**src/rtl/mem_arbiter_pkg.sv**
```systemverilog
// Shared encodings and default timing parameters for the unified-memory arbiter.
package mem_arb_pkg;

  typedef enum logic {
    IDLE = 1'b0,
    BUSY = 1'b1
  } state_t;

  typedef enum logic {
    OWN_IF = 1'b0,
    OWN_D  = 1'b1
  } owner_t;

  localparam int DEF_LATENCY    = 4;
  localparam int DEF_STARVE_MAX = 2;

endpackage

```
**src/rtl/mem_arbiter_if.sv**
```systemverilog
// Request/response and memory-side bundle between the CPU ports, the arbiter and the memory.
interface mem_arb_if #(
  parameter int AW = 16,
  parameter int DW = 16
);

  // Handshake: a requester holds req/addr/wdata until it sees gnt in the same cycle;
  // gnt fires only when the arbiter is idle, and valid pulses once per granted access.
  logic          if_req;
  logic [AW-1:0] if_addr;
  logic          if_gnt;
  logic          if_valid;
  logic [DW-1:0] if_rdata;

  logic          d_req;
  logic          d_wr;
  logic [AW-1:0] d_addr;
  logic [DW-1:0] d_wdata;
  logic          d_gnt;
  logic          d_valid;
  logic [DW-1:0] d_rdata;

  logic          mem_enable;
  logic          mem_wr;
  logic [AW-1:0] mem_addr;
  logic [DW-1:0] mem_wdata;
  logic [DW-1:0] mem_rdata;
  logic          busy;

  modport slave (
    input  if_req, if_addr, d_req, d_wr, d_addr, d_wdata, mem_rdata,
    output if_gnt, if_valid, if_rdata, d_gnt, d_valid, d_rdata,
    output mem_enable, mem_wr, mem_addr, mem_wdata, busy
  );

  modport master (
    output if_req, if_addr, d_req, d_wr, d_addr, d_wdata, mem_rdata,
    input  if_gnt, if_valid, if_rdata, d_gnt, d_valid, d_rdata,
    input  mem_enable, mem_wr, mem_addr, mem_wdata, busy
  );

endinterface

```
**src/rtl/mem_arbiter_arb_prio.sv**
```systemverilog
// Data-over-fetch priority pick with a saturating counter that forces fetch
// after STARVE_MAX consecutive data grants taken while fetch was waiting.
module arb_prio
  import mem_arb_pkg::*;
#(
  parameter int STARVE_MAX = DEF_STARVE_MAX
) (
  input  logic clk,
  input  logic rst_n,
  input  logic idle,
  input  logic if_req,
  input  logic d_req,
  output logic if_gnt,
  output logic d_gnt
);

  localparam int SW = (STARVE_MAX < 1) ? 1 : $clog2(STARVE_MAX + 1);

  logic [SW-1:0] starve_cnt;
  logic [SW-1:0] starve_n;
  logic          starved;

  always_comb begin
    starved  = (starve_cnt == SW'(STARVE_MAX));
    if_gnt   = idle & if_req & (~d_req | starved);
    d_gnt    = idle & d_req & ~if_gnt;
    starve_n = starve_cnt;
    if (d_gnt && if_req) begin
      if (!starved) starve_n = starve_cnt + 1'b1;
    end else if (idle && (if_gnt || !if_req)) begin
      starve_n = '0;
    end
  end

  always_ff @(posedge clk or negedge rst_n) begin
    if (!rst_n) starve_cnt <= '0;
    else        starve_cnt <= starve_n;
  end

endmodule

```
**src/rtl/mem_arbiter.sv**
```systemverilog
// Shares one multi-cycle single-port memory between instruction fetch and data
// accesses; each access holds the memory inputs for LATENCY cycles.
module mem_arbiter
  import mem_arb_pkg::*;
#(
  parameter int LATENCY    = DEF_LATENCY,
  parameter int STARVE_MAX = DEF_STARVE_MAX,
  parameter int AW         = 16,
  parameter int DW         = 16
) (
  input  logic   clk,
  input  logic   rst_n,
  mem_arb_if.slave bus,
  output state_t dbg_state
);

  localparam int CW = (LATENCY <= 1) ? 1 : $clog2(LATENCY);

  state_t        state, state_n;
  logic [CW-1:0] cnt, cnt_n;
  logic [AW-1:0] lat_addr;
  logic          lat_wr;
  logic [DW-1:0] lat_wdata;
  owner_t        lat_owner;
  logic          if_gnt, d_gnt;
  logic          grant, done;
  logic          in_busy;

  arb_prio #(.STARVE_MAX(STARVE_MAX)) u_prio (
    .clk    (clk),
    .rst_n  (rst_n),
    .idle   (state == IDLE),
    .if_req (bus.if_req),
    .d_req  (bus.d_req),
    .if_gnt (if_gnt),
    .d_gnt  (d_gnt)
  );

  always_comb begin
    state_n = state;
    cnt_n   = cnt;
    grant   = if_gnt | d_gnt;
    done    = 1'b0;
    case (state)
      IDLE: begin
        if (grant) begin
          state_n = BUSY;
          cnt_n   = CW'(LATENCY - 1);
        end
      end
      BUSY: begin
        if (cnt == '0) begin
          done    = 1'b1;
          state_n = IDLE;
        end else begin
          cnt_n = cnt - 1'b1;
        end
      end
    endcase
  end

  always_ff @(posedge clk or negedge rst_n) begin
    if (!rst_n) begin
      state <= IDLE;
      cnt   <= '0;
    end else begin
      state <= state_n;
      cnt   <= cnt_n;
    end
  end

  // Request inputs may change right after gnt, so the memory is fed from these latches.
  always_ff @(posedge clk or negedge rst_n) begin
    if (!rst_n) begin
      lat_addr  <= '0;
      lat_wr    <= 1'b0;
      lat_wdata <= '0;
      lat_owner <= OWN_IF;
    end else if (grant) begin
      lat_addr  <= d_gnt ? bus.d_addr : bus.if_addr;
      lat_wr    <= d_gnt & bus.d_wr;
      lat_wdata <= d_gnt ? bus.d_wdata : '0;
      lat_owner <= d_gnt ? OWN_D : OWN_IF;
    end
  end

  always_ff @(posedge clk or negedge rst_n) begin
    if (!rst_n) begin
      bus.if_valid <= 1'b0;
      bus.d_valid  <= 1'b0;
      bus.if_rdata <= '0;
      bus.d_rdata  <= '0;
    end else begin
      bus.if_valid <= done & (lat_owner == OWN_IF);
      bus.d_valid  <= done & (lat_owner == OWN_D);
      if (done && lat_owner == OWN_IF) bus.if_rdata <= bus.mem_rdata;
      // A write completion only acks; d_rdata keeps the last read value.
      if (done && lat_owner == OWN_D && !lat_wr) bus.d_rdata <= bus.mem_rdata;
    end
  end

  assign in_busy        = (state == BUSY);
  assign bus.if_gnt     = if_gnt;
  assign bus.d_gnt      = d_gnt;
  assign bus.busy       = in_busy;
  assign bus.mem_enable = in_busy;
  assign bus.mem_wr     = in_busy & lat_wr;
  assign bus.mem_addr   = in_busy ? lat_addr : '0;
  assign bus.mem_wdata  = in_busy ? lat_wdata : '0;
  assign dbg_state      = state;

endmodule

```
**src/flat_wrapper.sv**
```systemverilog
// flat-port wrapper written by rule: the top's interface ports become plain ports
module mem_arbiter_flat import mem_arb_pkg::*;
#(
  parameter int LATENCY    = DEF_LATENCY,
  parameter int STARVE_MAX = DEF_STARVE_MAX,
  parameter int AW         = 16,
  parameter int DW         = 16
)
  (clk, rst_n, dbg_state, bus_if_req, bus_if_addr, bus_d_req, bus_d_wr, bus_d_addr, bus_d_wdata, bus_mem_rdata, bus_if_gnt, bus_if_valid, bus_if_rdata, bus_d_gnt, bus_d_valid, bus_d_rdata, bus_mem_enable, bus_mem_wr, bus_mem_addr, bus_mem_wdata, bus_busy);
  mem_arb_if #(.AW(AW), .DW(DW)) bus_i ();
  input  logic clk;
  input  logic rst_n;
  output state_t dbg_state;
  input wire logic [$bits(bus_i.if_req)-1:0] bus_if_req;
  input wire logic [$bits(bus_i.if_addr)-1:0] bus_if_addr;
  input wire logic [$bits(bus_i.d_req)-1:0] bus_d_req;
  input wire logic [$bits(bus_i.d_wr)-1:0] bus_d_wr;
  input wire logic [$bits(bus_i.d_addr)-1:0] bus_d_addr;
  input wire logic [$bits(bus_i.d_wdata)-1:0] bus_d_wdata;
  input wire logic [$bits(bus_i.mem_rdata)-1:0] bus_mem_rdata;
  output wire logic [$bits(bus_i.if_gnt)-1:0] bus_if_gnt;
  output wire logic [$bits(bus_i.if_valid)-1:0] bus_if_valid;
  output wire logic [$bits(bus_i.if_rdata)-1:0] bus_if_rdata;
  output wire logic [$bits(bus_i.d_gnt)-1:0] bus_d_gnt;
  output wire logic [$bits(bus_i.d_valid)-1:0] bus_d_valid;
  output wire logic [$bits(bus_i.d_rdata)-1:0] bus_d_rdata;
  output wire logic [$bits(bus_i.mem_enable)-1:0] bus_mem_enable;
  output wire logic [$bits(bus_i.mem_wr)-1:0] bus_mem_wr;
  output wire logic [$bits(bus_i.mem_addr)-1:0] bus_mem_addr;
  output wire logic [$bits(bus_i.mem_wdata)-1:0] bus_mem_wdata;
  output wire logic [$bits(bus_i.busy)-1:0] bus_busy;
  assign bus_i.if_req = bus_if_req;
  assign bus_i.if_addr = bus_if_addr;
  assign bus_i.d_req = bus_d_req;
  assign bus_i.d_wr = bus_d_wr;
  assign bus_i.d_addr = bus_d_addr;
  assign bus_i.d_wdata = bus_d_wdata;
  assign bus_i.mem_rdata = bus_mem_rdata;
  assign bus_if_gnt = bus_i.if_gnt;
  assign bus_if_valid = bus_i.if_valid;
  assign bus_if_rdata = bus_i.if_rdata;
  assign bus_d_gnt = bus_i.d_gnt;
  assign bus_d_valid = bus_i.d_valid;
  assign bus_d_rdata = bus_i.d_rdata;
  assign bus_mem_enable = bus_i.mem_enable;
  assign bus_mem_wr = bus_i.mem_wr;
  assign bus_mem_addr = bus_i.mem_addr;
  assign bus_mem_wdata = bus_i.mem_wdata;
  assign bus_busy = bus_i.busy;
  mem_arbiter #(.LATENCY(LATENCY), .STARVE_MAX(STARVE_MAX), .AW(AW), .DW(DW)) u_core (.clk(clk), .rst_n(rst_n), .bus(bus_i), .dbg_state(dbg_state));
endmodule
```
**config.mk**
```make
export PLATFORM = sky130hd
export DESIGN_NAME = mem_arbiter_flat
export DESIGN_NICKNAME = d
export VERILOG_FILES = /design/src/rtl/mem_arbiter_pkg.sv /design/src/rtl/mem_arbiter_if.sv /design/src/rtl/mem_arbiter_arb_prio.sv /design/src/rtl/mem_arbiter.sv /design/src/flat_wrapper.sv
export SDC_FILE = /design/constraint.sdc
export NUM_CORES = 1
export LEC_CHECK = 0
export ABC_AREA = 0
export CAP_MARGIN = 20
export CORE_UTILIZATION = 46
export DETAILED_ROUTE_END_ITERATION = 16
export GPL_TIMING_DRIVEN = 0
export HOLD_SLACK_MARGIN = 0.03
export PLACE_DENSITY = 0.84
export REMOVE_ABC_BUFFERS = 1
export SYNTH_ARGS = -nofsm -noshare
export SYNTH_HDL_FRONTEND = slang
export SYNTH_SLANG_ARGS = --single-unit
```
**constraint.sdc**
```tcl
create_clock -name clk -period 2.2 [get_ports clk]
set_input_delay 0.22 -clock clk [delete_from_list [all_inputs] [get_ports clk]]
set_output_delay 0.22 -clock clk [all_outputs]
set_load 0.01 [all_outputs]
```
==> summary.md <==
| Metric | Value |
|---|---|
| Worst slew margin relative to its limit | roughly two fifths |
| Clk sink count | 73 |
| CP required | 1.98 ns |
| Flip-flop and latch area | ~1800 um2 |
| Setup clock skew after layout | 0.01438 ns |
| List of cells traversed by the critical path | clkdlybuf4s50_1 -> clkinv_2 -> a211oi_1 -> clkdlybuf4s50_1 |
| All-layer global routing usage | approximately 22% |
| Status | finished, final reports clean |
| Critical Path AT | about 1.9 ns |
| Worst hold path class | primary input to asynchronous set/reset pin |
| Ant diodes | 0 |
| Clk Latency, worst-skew pair | 0.34 ns |
| Footprint of the multi-input gates | 1320 um2 |
| Pwr Density | 1426 nW/um2 |
| GPL Wtd Cong | 0.7940 |
| HPWL after DPL | 5459 um |
| Synthesis-to-finish area growth | 49.92% |
| Shortest clock period the worst path allows after layout | 2.095 ns |
| Library cell appearing most often on the critical path | sky130_fd_sc_hd__clkdlybuf4s50_1 |
| Routed Wire Length | 8098 um |
| Overall die height | 86.65 um |
| Post-synthesis area per instance | 12.12 um2 |
| Smallest setup slack after layout | 0.1046 ns |
| Netlist area before placement | approximately 3300 um2 |
| Synthesis-stage register bit count | 73 |
| First-pass GRT wire length | 12950 um |
| Total of hold buffers inserted after clock tree synthesis | 0 |
| Worst Setup Start Kind | primary input |
| Antenna violations before repair | 0 |
| Width of the chip | 86.65 um |
| Filler Cells Inserted | 506 |
| Maximum operating frequency | 477.2 MHz |
| Number of H-tree branching levels | 3 |
| Max-cap check violation count | 0 |
| Cell family with most CP delay | buffers and inverters |
| Detailed-route vias per instance | 5.239 |
| Post-route total power | 7.044 mW |
| Via count of the first global-routing pass | around 2600 |
| CTS buffer count | 9 |
| Clock-pin slew reported for the worst setup and hold paths after clock tree synthesis | 0.08 ns |
| Routed vias | 2630 |
| Largest net degree at the start of global routing | 74 |
| DRT antenna net count | 0 |
| Boundary pin count | 141 |
| Count of placed standard cells in the final layout, fillers left out | ~500 |
| Detailed-route wire length per cell | 16.13 um |
| Post-layout utilization of the core | 71.93% |
| Die footprint | 7507 um2 |
| Clock tree from TritonCTS | yes |
| Residual DRC count | 0 |
| Worst-case setup slack after placement | -0.9293 ns |
| Crit path buffers/inverters | 3 |
| Largest fanout of any net on the critical path | 17 |
| Proportion of layout cells with a drive suffix above 1 | 15.52% |
| Final Hold Slack | approximately 0.0079 ns |
| Total count of hold-check failures in the final report | 0 |
| Cell count after synthesis | 272 |
| First-pass detailed-route iteration total | 5 |
| Core Box Area | 6869 um2 |
| Cell with the biggest individual delay on the critical path | sky130_fd_sc_hd__clkdlybuf4s50_1 |
| Endpoints failing setup | 0 |
| Number of distinct library cells after synthesis | 33 |
| Leakage power summed over all cells | ~2.1 nW |
| Maximum vdd ir drop | 875.4 uV |
| Tcrit/Tclk final | between 90% and 100% |
| DRC marker count from the first detailed-route iteration | 103 |
| Congestion Overflow GR | 0 |
| Cell at the root of the clock tree | sky130_fd_sc_hd__clkbuf_8 |
| Standard-cell row count | 30 |
| Yosys synthesis warning count | 0 |
| Port bufs | between 100 and 150 |
| Starting utilization of the core area | around 48% |
| Post-synthesis sequential area ratio | 55.43% |
| Path type of the worst setup path | primary input to primary output |
| Worst Tran Pin Value | 0.9126 ns |
| Element type at the critical path end | primary output |
| Number of nets in the layout | 472 |
| Instance count after placement with tap cells included | 484 |
| Setup repair after global routing missed its margin | no |
| Stage delay of the slowest cell on the critical path | 0.58 ns |
| Largest buffer count on any clock path | 2 |
| Final Max Tran Viols | 0 |
## path summary, 6_finish.rpt
kind	end	slack (ns)	from	cells after the start
setup / recovery	bus_if_gnt	0.10	bus_if_req	4
hold / removal	u_core.bus.if_rdata[6]	0.008	rst_n	1
setup reg to reg	u_core.bus.d_rdata[3]	0.38	u_core.bus.busy	3
hold reg to reg	u_core.lat_wdata[1]	0.50	u_core.lat_wdata[1]	1
max in group asynchronous	u_core.bus.busy	1.50	rst_n	1
min in group clk	u_core.lat_addr[6]	0.46	bus_if_addr[6]	3
## cell type report
type	instances	area share, %
clock buffer	9	2.507
clock inverter	7	2.076
inverter	7	0.6584
multi-input combinational	168	26.72
sequential	73	37.05
tap	96	2.431
timing repair buffer	142	28.56
## synth_stat cells (all sizes together)
| library cell | number | share of area [%] |
|---|---|---|
| a211oi | 1 | 0.23 |
| a21o | 1 | 0.23 |
| a22o | 17 | 4.5 |
| a31oi | 16 | 3.0 |
| and2 | 34 | 6.5 |
| and3 | 1 | 0.19 |
| buf | 15 | 3.1 |
| clkbuf | 9 | 1.1 |
| clkinv | 3 | 0.34 |
| dfrtp | 73 | 55 |
| ha | 2 | 0.76 |
| inv | 4 | 0.46 |
| mux2 | 33 | 12 |
| nand2 | 2 | 0.23 |
| nand2b | 2 | 0.38 |
| nand3b | 2 | 0.57 |
| nor2 | 17 | 2.2 |
| o2111ai | 16 | 4.3 |
| o21ai | 19 | 2.9 |
| o21ba | 1 | 0.30 |
| o21bai | 1 | 0.34 |
| o31ai | 1 | 0.23 |
| or2b | 1 | 0.23 |
| or3 | 1 | 0.19 |
## flip-flops by register name, summed over array words and instances (netlist names)
register,count
u_core.u_prio.starve_cnt,2
u_core.lat_owner,1
u_core.lat_addr,16
u_core.lat_wdata,16
u_core.bus.d_rdata,16
u_core.lat_wr,1
u_core.cnt,2
u_core.bus.if_valid,1
u_core.bus.d_valid,1
u_core.bus.busy,1
u_core.bus.if_rdata,16
## logic make-up after synthesis
family | Yosys count | synth area share (%)
AO/OA/AOI/OAI | 73 | 16.02
flip-flops | 73 | 55.43
AND/OR/NAND/NOR | 60 | 10.40
multiplexers | 33 | 12.41
buffers and inverters | 31 | 4.973
adder cells (fa/ha/maj) | 2 | 0.7592
## metrics by stage
step / setup TNS, ns / instance area, um2
floorplan: 0 / 3158
global placement: -132.32 / 4679
detailed placement: -22.10 / 4677
CTS: 0 / 4936
global route: 0 / 4941
finish: 0 / 4941
## routing by layer
layer  global-route usage, %  vias up  wire (um)
met2                   38.31       94       4115
met1                   27.48     1283       3399
li1                        -     1237          -
met4                   8.636        0        165
met3                   5.048       16        418
met5                       0        -          0
## what timing repair did
item | CTS | global route
endpoints found under the setup margin | 106 | 17
pin swaps | 1 | 0
resized for setup | 11 | 2
gates cloned | 0 | 0
buffers inserted | 2 | 0
## report_power, final
group          switching (mW)  leakage [nW]  total (mW)  internal [mW]
clock                   0.525         0.116        1.18          0.652
sequential              0.413         0.868        2.42           2.01
combinational            1.38          1.09        3.44           2.06
total                    2.32          2.07        7.04           4.73
## placed cells by master, fill, tap and decap left out, types with 3 or more instances in the layout
cell type                           n
sky130_fd_sc_hd__mux2_4            10
sky130_fd_sc_hd__clkbuf_8           9
sky130_fd_sc_hd__nor2_1            16
sky130_fd_sc_hd__o21ai_0           18
sky130_fd_sc_hd__dfrtp_1           72
sky130_fd_sc_hd__inv_1              4
sky130_fd_sc_hd__o2111ai_1         16
sky130_fd_sc_hd__clkdlybuf4s50_1  137
sky130_fd_sc_hd__a31oi_1           16
sky130_fd_sc_hd__a22o_1            17
sky130_fd_sc_hd__and2_1            33
sky130_fd_sc_hd__mux2_2            23
sky130_fd_sc_hd__buf_4              3
sky130_fd_sc_hd__clkinv_4           3
Note: power is estimated with default switching activity, not from simulation.
